==> config.mk <==
export PLATFORM = sky130hd
export DESIGN_NAME = tcdm_bank_arbiter
export DESIGN_NICKNAME = d
export VERILOG_FILES = /design/src/rtl/tcdm_bank_arbiter.sv
export SDC_FILE = /design/constraint.sdc
export NUM_CORES = 1
export LEC_CHECK = 0
export ABC_AREA = 1
export CORE_MARGIN = 2
export CORE_UTILIZATION = 45
export DETAILED_ROUTE_END_ITERATION = 10
export HOLD_SLACK_MARGIN = 0.03
export PLACE_DENSITY = 0.9
export SYNTH_ARGS = -nofsm -noshare
export SYNTH_HDL_FRONTEND = slang
export SYNTH_SLANG_ARGS = --single-unit
==> constraint.sdc <==
create_clock -name clk_i -period 7.8 [get_ports clk_i]
set_input_delay 1.56 -clock clk_i [delete_from_list [all_inputs] [get_ports clk_i]]
set_output_delay 1.56 -clock clk_i [all_outputs]
set_load 0.005 [all_outputs]
==> src/rtl/tcdm_bank_arbiter.sv <==
// Round-robin arbiter sharing one single-ported TCDM bank (1-cycle read latency)
// between NumReq requesters, with a credit-protected in-order response buffer.
module tcdm_bank_arbiter #(
    parameter int NumReq    = 4,
    parameter int AddrWidth = 8,
    parameter int DataWidth = 32,
    parameter int MetaWidth = 8,
    parameter int RespDepth = 3
) (
    input  logic                              clk_i,
    input  logic                              rst_i,
    input  logic [NumReq-1:0]                 req_valid_i,
    output logic [NumReq-1:0]                 req_ready_o,
    input  logic [NumReq*AddrWidth-1:0]       req_addr_i,
    input  logic [NumReq-1:0]                 req_wen_i,
    input  logic [NumReq*(DataWidth/8)-1:0]   req_be_i,
    input  logic [NumReq*DataWidth-1:0]       req_wdata_i,
    input  logic [NumReq*MetaWidth-1:0]       req_meta_i,
    output logic [NumReq-1:0]                 resp_valid_o,
    input  logic [NumReq-1:0]                 resp_ready_i,
    output logic [DataWidth-1:0]              resp_rdata_o,
    output logic [MetaWidth-1:0]              resp_meta_o,
    output logic                              bank_req_o,
    output logic                              bank_we_o,
    output logic [AddrWidth-1:0]              bank_addr_o,
    output logic [DataWidth/8-1:0]            bank_be_o,
    output logic [DataWidth-1:0]              bank_wdata_o,
    input  logic [DataWidth-1:0]              bank_rdata_i
);
    localparam int IdxW = (NumReq > 1) ? $clog2(NumReq) : 1;
    localparam int BeW  = DataWidth / 8;
    localparam int PtrW = $clog2(RespDepth);
    localparam int CntW = $clog2(RespDepth + 1);
    localparam logic [CntW:0] Depth = (CntW + 1)'(RespDepth);

    function automatic logic [PtrW-1:0] ptr_inc(input logic [PtrW-1:0] p);
        return (p == PtrW'(RespDepth - 1)) ? '0 : p + 1'b1;
    endfunction

    logic [IdxW-1:0]      rr_q, rr_d;
    logic                 inflight_q;
    logic [IdxW-1:0]      infl_idx_q;
    logic [MetaWidth-1:0] infl_meta_q;
    logic                 infl_wen_q;
    logic [CntW-1:0]      count_q, count_d;
    logic [PtrW-1:0]      wptr_q, wptr_d, rptr_q, rptr_d;

    logic [DataWidth-1:0] buf_data_q [RespDepth];
    logic [MetaWidth-1:0] buf_meta_q [RespDepth];
    logic [IdxW-1:0]      buf_idx_q  [RespDepth];

    logic [IdxW-1:0] gnt_idx, cand, head_idx;
    logic            found, issue_ok, gnt, push, pop, buf_valid;

    // Credit counts both buffered and in-flight responses; a same-cycle pop is not credited.
    assign issue_ok = ({1'b0, count_q} + {{CntW{1'b0}}, inflight_q}) < Depth;
    assign gnt      = found && issue_ok && !rst_i;

    always_comb begin
        found   = 1'b0;
        gnt_idx = '0;
        cand    = '0;
        for (int i = 0; i < NumReq; i++) begin
            cand = IdxW'((int'(rr_q) + i) % NumReq);
            if (!found && req_valid_i[cand]) begin
                found   = 1'b1;
                gnt_idx = cand;
            end
        end
    end

    always_comb begin
        req_ready_o  = '0;
        bank_req_o   = 1'b0;
        bank_we_o    = 1'b0;
        bank_addr_o  = '0;
        bank_be_o    = '0;
        bank_wdata_o = '0;
        rr_d         = rr_q;
        if (gnt) begin
            req_ready_o[gnt_idx] = 1'b1;
            bank_req_o   = 1'b1;
            bank_we_o    = req_wen_i[gnt_idx];
            bank_addr_o  = req_addr_i[gnt_idx*AddrWidth +: AddrWidth];
            bank_be_o    = req_be_i[gnt_idx*BeW +: BeW];
            bank_wdata_o = req_wdata_i[gnt_idx*DataWidth +: DataWidth];
            rr_d         = (gnt_idx == IdxW'(NumReq - 1)) ? '0 : gnt_idx + 1'b1;
        end
    end

    assign push      = inflight_q;
    assign buf_valid = (count_q != '0);
    assign head_idx  = buf_idx_q[rptr_q];
    assign pop       = buf_valid && resp_ready_i[head_idx];

    always_comb begin
        resp_valid_o = '0;
        resp_rdata_o = '0;
        resp_meta_o  = '0;
        if (buf_valid) begin
            resp_valid_o[head_idx] = 1'b1;
            resp_rdata_o = buf_data_q[rptr_q];
            resp_meta_o  = buf_meta_q[rptr_q];
        end
    end

    always_comb begin
        count_d = count_q;
        case ({push, pop})
            2'b10:   count_d = count_q + 1'b1;
            2'b01:   count_d = count_q - 1'b1;
            default: count_d = count_q;
        endcase
        wptr_d = push ? ptr_inc(wptr_q) : wptr_q;
        rptr_d = pop  ? ptr_inc(rptr_q) : rptr_q;
    end

    always_ff @(posedge clk_i or posedge rst_i) begin
        if (rst_i) begin
            rr_q       <= '0;
            inflight_q <= 1'b0;
            count_q    <= '0;
            wptr_q     <= '0;
            rptr_q     <= '0;
        end else begin
            rr_q       <= rr_d;
            inflight_q <= gnt;
            count_q    <= count_d;
            wptr_q     <= wptr_d;
            rptr_q     <= rptr_d;
        end
    end

    // Payload registers carry no reset; they are only observed behind inflight_q / count_q.
    always_ff @(posedge clk_i) begin
        if (gnt) begin
            infl_idx_q  <= gnt_idx;
            infl_meta_q <= req_meta_i[gnt_idx*MetaWidth +: MetaWidth];
            infl_wen_q  <= req_wen_i[gnt_idx];
        end
        if (push) begin
            buf_data_q[wptr_q] <= infl_wen_q ? '0 : bank_rdata_i;
            buf_meta_q[wptr_q] <= infl_meta_q;
            buf_idx_q[wptr_q]  <= infl_idx_q;
        end
    end

    always @(posedge clk_i) begin
        if (!rst_i) assert ({1'b0, count_q} <= Depth);
    end

endmodule

==> impl_summary.log <==
INFO  metric critical_path_depth = 14
INFO  metric post_route_cells_drive_above_1_share = 5.29%
INFO  metric fin_tns_setup = 0 ps
INFO  metric post_synth_inst_count = 1168
INFO  metric cts.sinks = 146
INFO  metric r2r_slack = 4190 ps
INFO  metric groute.layer.met3.usage = 7.03%
INFO  metric track_usage = between 20% and 30%
INFO  metric fin_hold_ws = 471 ps
INFO  metric synth_sequential_area_ratio = 49.3%
INFO  metric min_period = ~6400 ps
INFO  metric number_of_storage_elements_in_the_synthesis_netlist = 146
INFO  metric report.final.slew_viol_count = 0
INFO  metric floorplan.die_area = 20700 sq um
INFO  metric leakagePower = 6.04 nW
INFO  metric cts-resized-gates = 0
INFO  metric clock_insertion_delay_worst_skew = 420 ps
INFO  metric routabilityCongestion = between 0.8 and 0.9
INFO  metric rsz0062_at_grt = no
INFO  metric r2r-end = count_q[1]$_DFFE_PP0P_
INFO  metric min_period_over_period = around four fifths
INFO  metric grt_max_degree = 98
INFO  metric floorplan.die.width = approximately 140 microns
INFO  metric cts_tree = built
INFO  metric avgViaCountPerCell = 5.11
INFO  metric worstPathCellList = clkdlybuf4s50_1 -> inv_1 -> nand2_1 -> nand3_1 -> nand2_1 -> nor2_2 -> nand3_4 -> nand3_4 -> buf_12 -> nand2_1 -> nand2_1 -> nand2_1 -> a21oi_1 -> clkdlybuf4s50_1
INFO  metric arrival = 4820 ps
INFO  metric area_growth_from_synthesis_to_layout = 49.1%
INFO  metric drt-wirelength-per-cell = around 17 microns
INFO  metric skew = between 9 and 10 ps
INFO  metric cp.buffers_inverters = 4
INFO  metric syn_area_per_cell = between 7 and 8 sq um
INFO  metric first_pass_iters = 7
INFO  metric netlist_area = 8800 sq um
INFO  metric place_area = around 12000 sq um
INFO  metric clk_root_buffer_cell = clkbuf_16
INFO  metric cts_inserted_buffers = 17
INFO  metric endpoint_kind = primary output
INFO  metric timing.hold.worst_path_depth = 0
INFO  metric setup.worst_path.class = in -> out
INFO  metric use_met2 = ~50%
INFO  metric place_hpwl = 20.0 mm
INFO  metric cp_slowest_stage_delay = ~550 ps
INFO  metric r2r.worst_path.cells = 14
INFO  metric fmax = 157 MHz
INFO  metric drc = 0
INFO  metric worstHoldStart = infl_meta_q[3]$_DFFE_PP_
INFO  metric core_area = 19300 sq um
INFO  metric die_y = 144 microns
INFO  metric ctsHtreeMaxLevel = 4
INFO  metric critPathLaunchType = input port
INFO  metric design.portCount = 348
INFO  metric post_synth_num_cell_types = 25
INFO  metric largest_fanout_on_the_critical_path = 97
INFO  metric max_cap_violations = 0
INFO  metric timing.critical_path.slowest_stage_cell = clkdlybuf4s50_1
INFO  metric post_cts.repair.setup_buffers = 0
INFO  metric power.density_cell_area = 461 nW/um^2
INFO  metric grt_pass1_vias = 8579
INFO  metric worst_ep_required_time = 6240 ps
INFO  metric count_of_input_and_output_buffers = between 300 and 400
INFO  metric irDropWorstVdd = 423 uV
INFO  metric report.final.setup_viol = 0
INFO  metric detailroute.via_count = 8997
INFO  metric finish.net_count = 1740
INFO  metric cpLargestDelayFamily = simple AND/OR/NAND/NOR gates
INFO  metric grt_first_pass_wirelength = roughly 44 mm
INFO  metric initial_utilization = between 40% and 50%
INFO  metric timing.hold.worst_endpoint = buf_meta_q[2][3]$_DFFE_PP_
INFO  metric global_route.peak_usage_layer = met2
INFO  metric timing.critical_path.mode_cell = nand2_1
INFO  metric slew-limit-headroom = 25.8%
INFO  metric postRouteAntennaNets = 0
INFO  metric global_route_total_overflow = 0
INFO  metric grt_use_met1 = 31.4%
INFO  metric final_design_area_no_fill = 13100 sq um
INFO  metric hold_path.class = reg -> reg
INFO  metric mappedNetlistNets = 1429
INFO  metric grt_antenna_before_repair = 1
INFO  metric timing_hold_violations_final = 0
INFO  metric layout.filler_cells = 1454
INFO  metric first_iter_violations = 687
INFO  metric outcome = complete, no violations
INFO  metric yosysWarnings = 0
INFO  metric crit-reg2reg-launch = rptr_q[1]$_DFFE_PP0P_
INFO  metric routed_wirelength = 29.1 mm
INFO  metric ctsLongestPathBuffers = 2
INFO  metric core.rowCount = 51
INFO  metric ctsHoldBuffers = 0
INFO  metric cts.clk_slew.worst_paths = 50 ps
INFO  metric max_slew.worst_pin.slew = roughly 1100 ps
worst reg2reg max path: stages (launching register included):
cell     delay [ps]
dfrtp_2         750
nor2_4         1020
nand2_1         150
nand3_1         260
inv_1           130
nand2_1          80
nand2_1          40
nand2_1          60
nand2_1          90
nand2_1         120
inv_1           100
ha_1            320
a21oi_1         130
o21ai_0         120
xnor2_1         140
cell families after synthesis:
family                     after synthesis  synth area share (%)
adders and majority gates                7                 0.995
AOI/OAI and AO/OA                       71                  4.41
buffers and inverters                  273                  12.9
and+or+nand+nor                        669                  32.2
DFF                                    146                  49.3
xor gates and xnor gates                 2                 0.199
layer usage:
metal	part of all wire [%]	wire, microns	up-vias
li1	-	-	4300
met4	3.6	1040	0
met3	9.0	2620	71
met5	0	0	-
met1	35	10300	4133
met2	52	15100	493
cell type report:
cell class / count / area (sq um) / area share [%]
tap: 265 / 332 / 2.53
sequential: 146 / 4340 / 33.1
multi-input combinational: 749 / 3380 / 25.8
inverter: 204 / 766 / 5.84
antenna: 2 / 5.00 / 0.0382
timing repair buffer: 361 / 3600 / 27.5
clock buffer: 19 / 433 / 3.30
clock inverter: 13 / 255 / 1.95
power by group:
part | total [mW] | switching, mW | internal (mW)
registers | 1.31 | 0.120 | 1.19
logic | 3.79 | 2.26 | 1.54
clock network | 0.938 | 0.304 | 0.634
total | 6.04 | 2.68 | 3.36
cells in the final DEF, fill, tap and decap left out, types with 8 or more instances in the layout:
cell / Yosys / routed
a21oi_1: 45 / 45
buf_4: 13 / 12
clkbuf_16: 0 / 17
clkdlybuf4s50_1: 0 / 347
dfrtp_1: 9 / 8
edfxtp_1: 137 / 137
inv_1: 200 / 200
nand2_1: 420 / 419
nand2_2: 13 / 14
nand3_1: 179 / 177
nand3_2: 8 / 8
nor2_1: 40 / 38
o211ai_1: 8 / 8
o21ai_1: 8 / 8
sequential cells by signal, summed over array words and instances (netlist names):
signal	count
infl_wen_q	1
buf_data_q	96
infl_idx_q	2
infl_meta_q	8
buf_idx_q	6
count_q	2
wptr_q	2
inflight_q	1
rr_q	2
buf_meta_q	24
rptr_q	2
synthesized netlist by cell type:
master,number,area (sq um)
o211ai_1,8,60.1
nand2_2,13,81.3
inv_2,4,15.0
nor2_1,40,150
nor3_1,7,35.0
nor2_2,1,6.26
buf_4,13,97.6
clkbuf_1,26,97.6
ha_1,7,87.6
nand4_1,1,6.26
inv_1,200,751
buf_2,26,130
a211o_1,1,8.76
xnor2_1,2,17.5
o21ai_0,6,30.0
edfxtp_1,137,4110
dfrtp_1,9,225
o21bai_1,2,15.0
buf_6,4,45.0
a21oi_1,45,225
o21ai_1,8,40.0
a221oi_1,1,8.76
nand2_1,420,1580
nand3_2,8,80.1
nand3_1,179,896
worst max-delay path by stage:
stage	start	to	slack (ps)
6_report	req_valid_i[0]	bank_wdata_o[26]	1420
5_1_grt	req_valid_i[0]	bank_be_o[0]	1110
4_1_cts	req_valid_i[0]	bank_we_o	1440
3_5_place_dp	req_valid_i[0]	bank_wdata_o[26]	1480
3_3_place_gp	req_valid_i[0]	bank_we_o	1500
2_1_floorplan	req_valid_i[3]	req_ready_o[0]	3380
stage by stage:
stage	util, %	power (mW)	worst slack, ps	instances
2_1_floorplan	-	3.62	3380	1168
3_3_place_gp	64.3	4.99	1500	1725
3_5_place_dp	64.3	5.06	1480	1725
4_1_cts	67.8	6.04	1440	1757
5_1_grt	67.8	6.50	1110	1758
6_report	67.8	6.04	1420	1759
No activity file was read; power rests on OpenSTA's default activity.
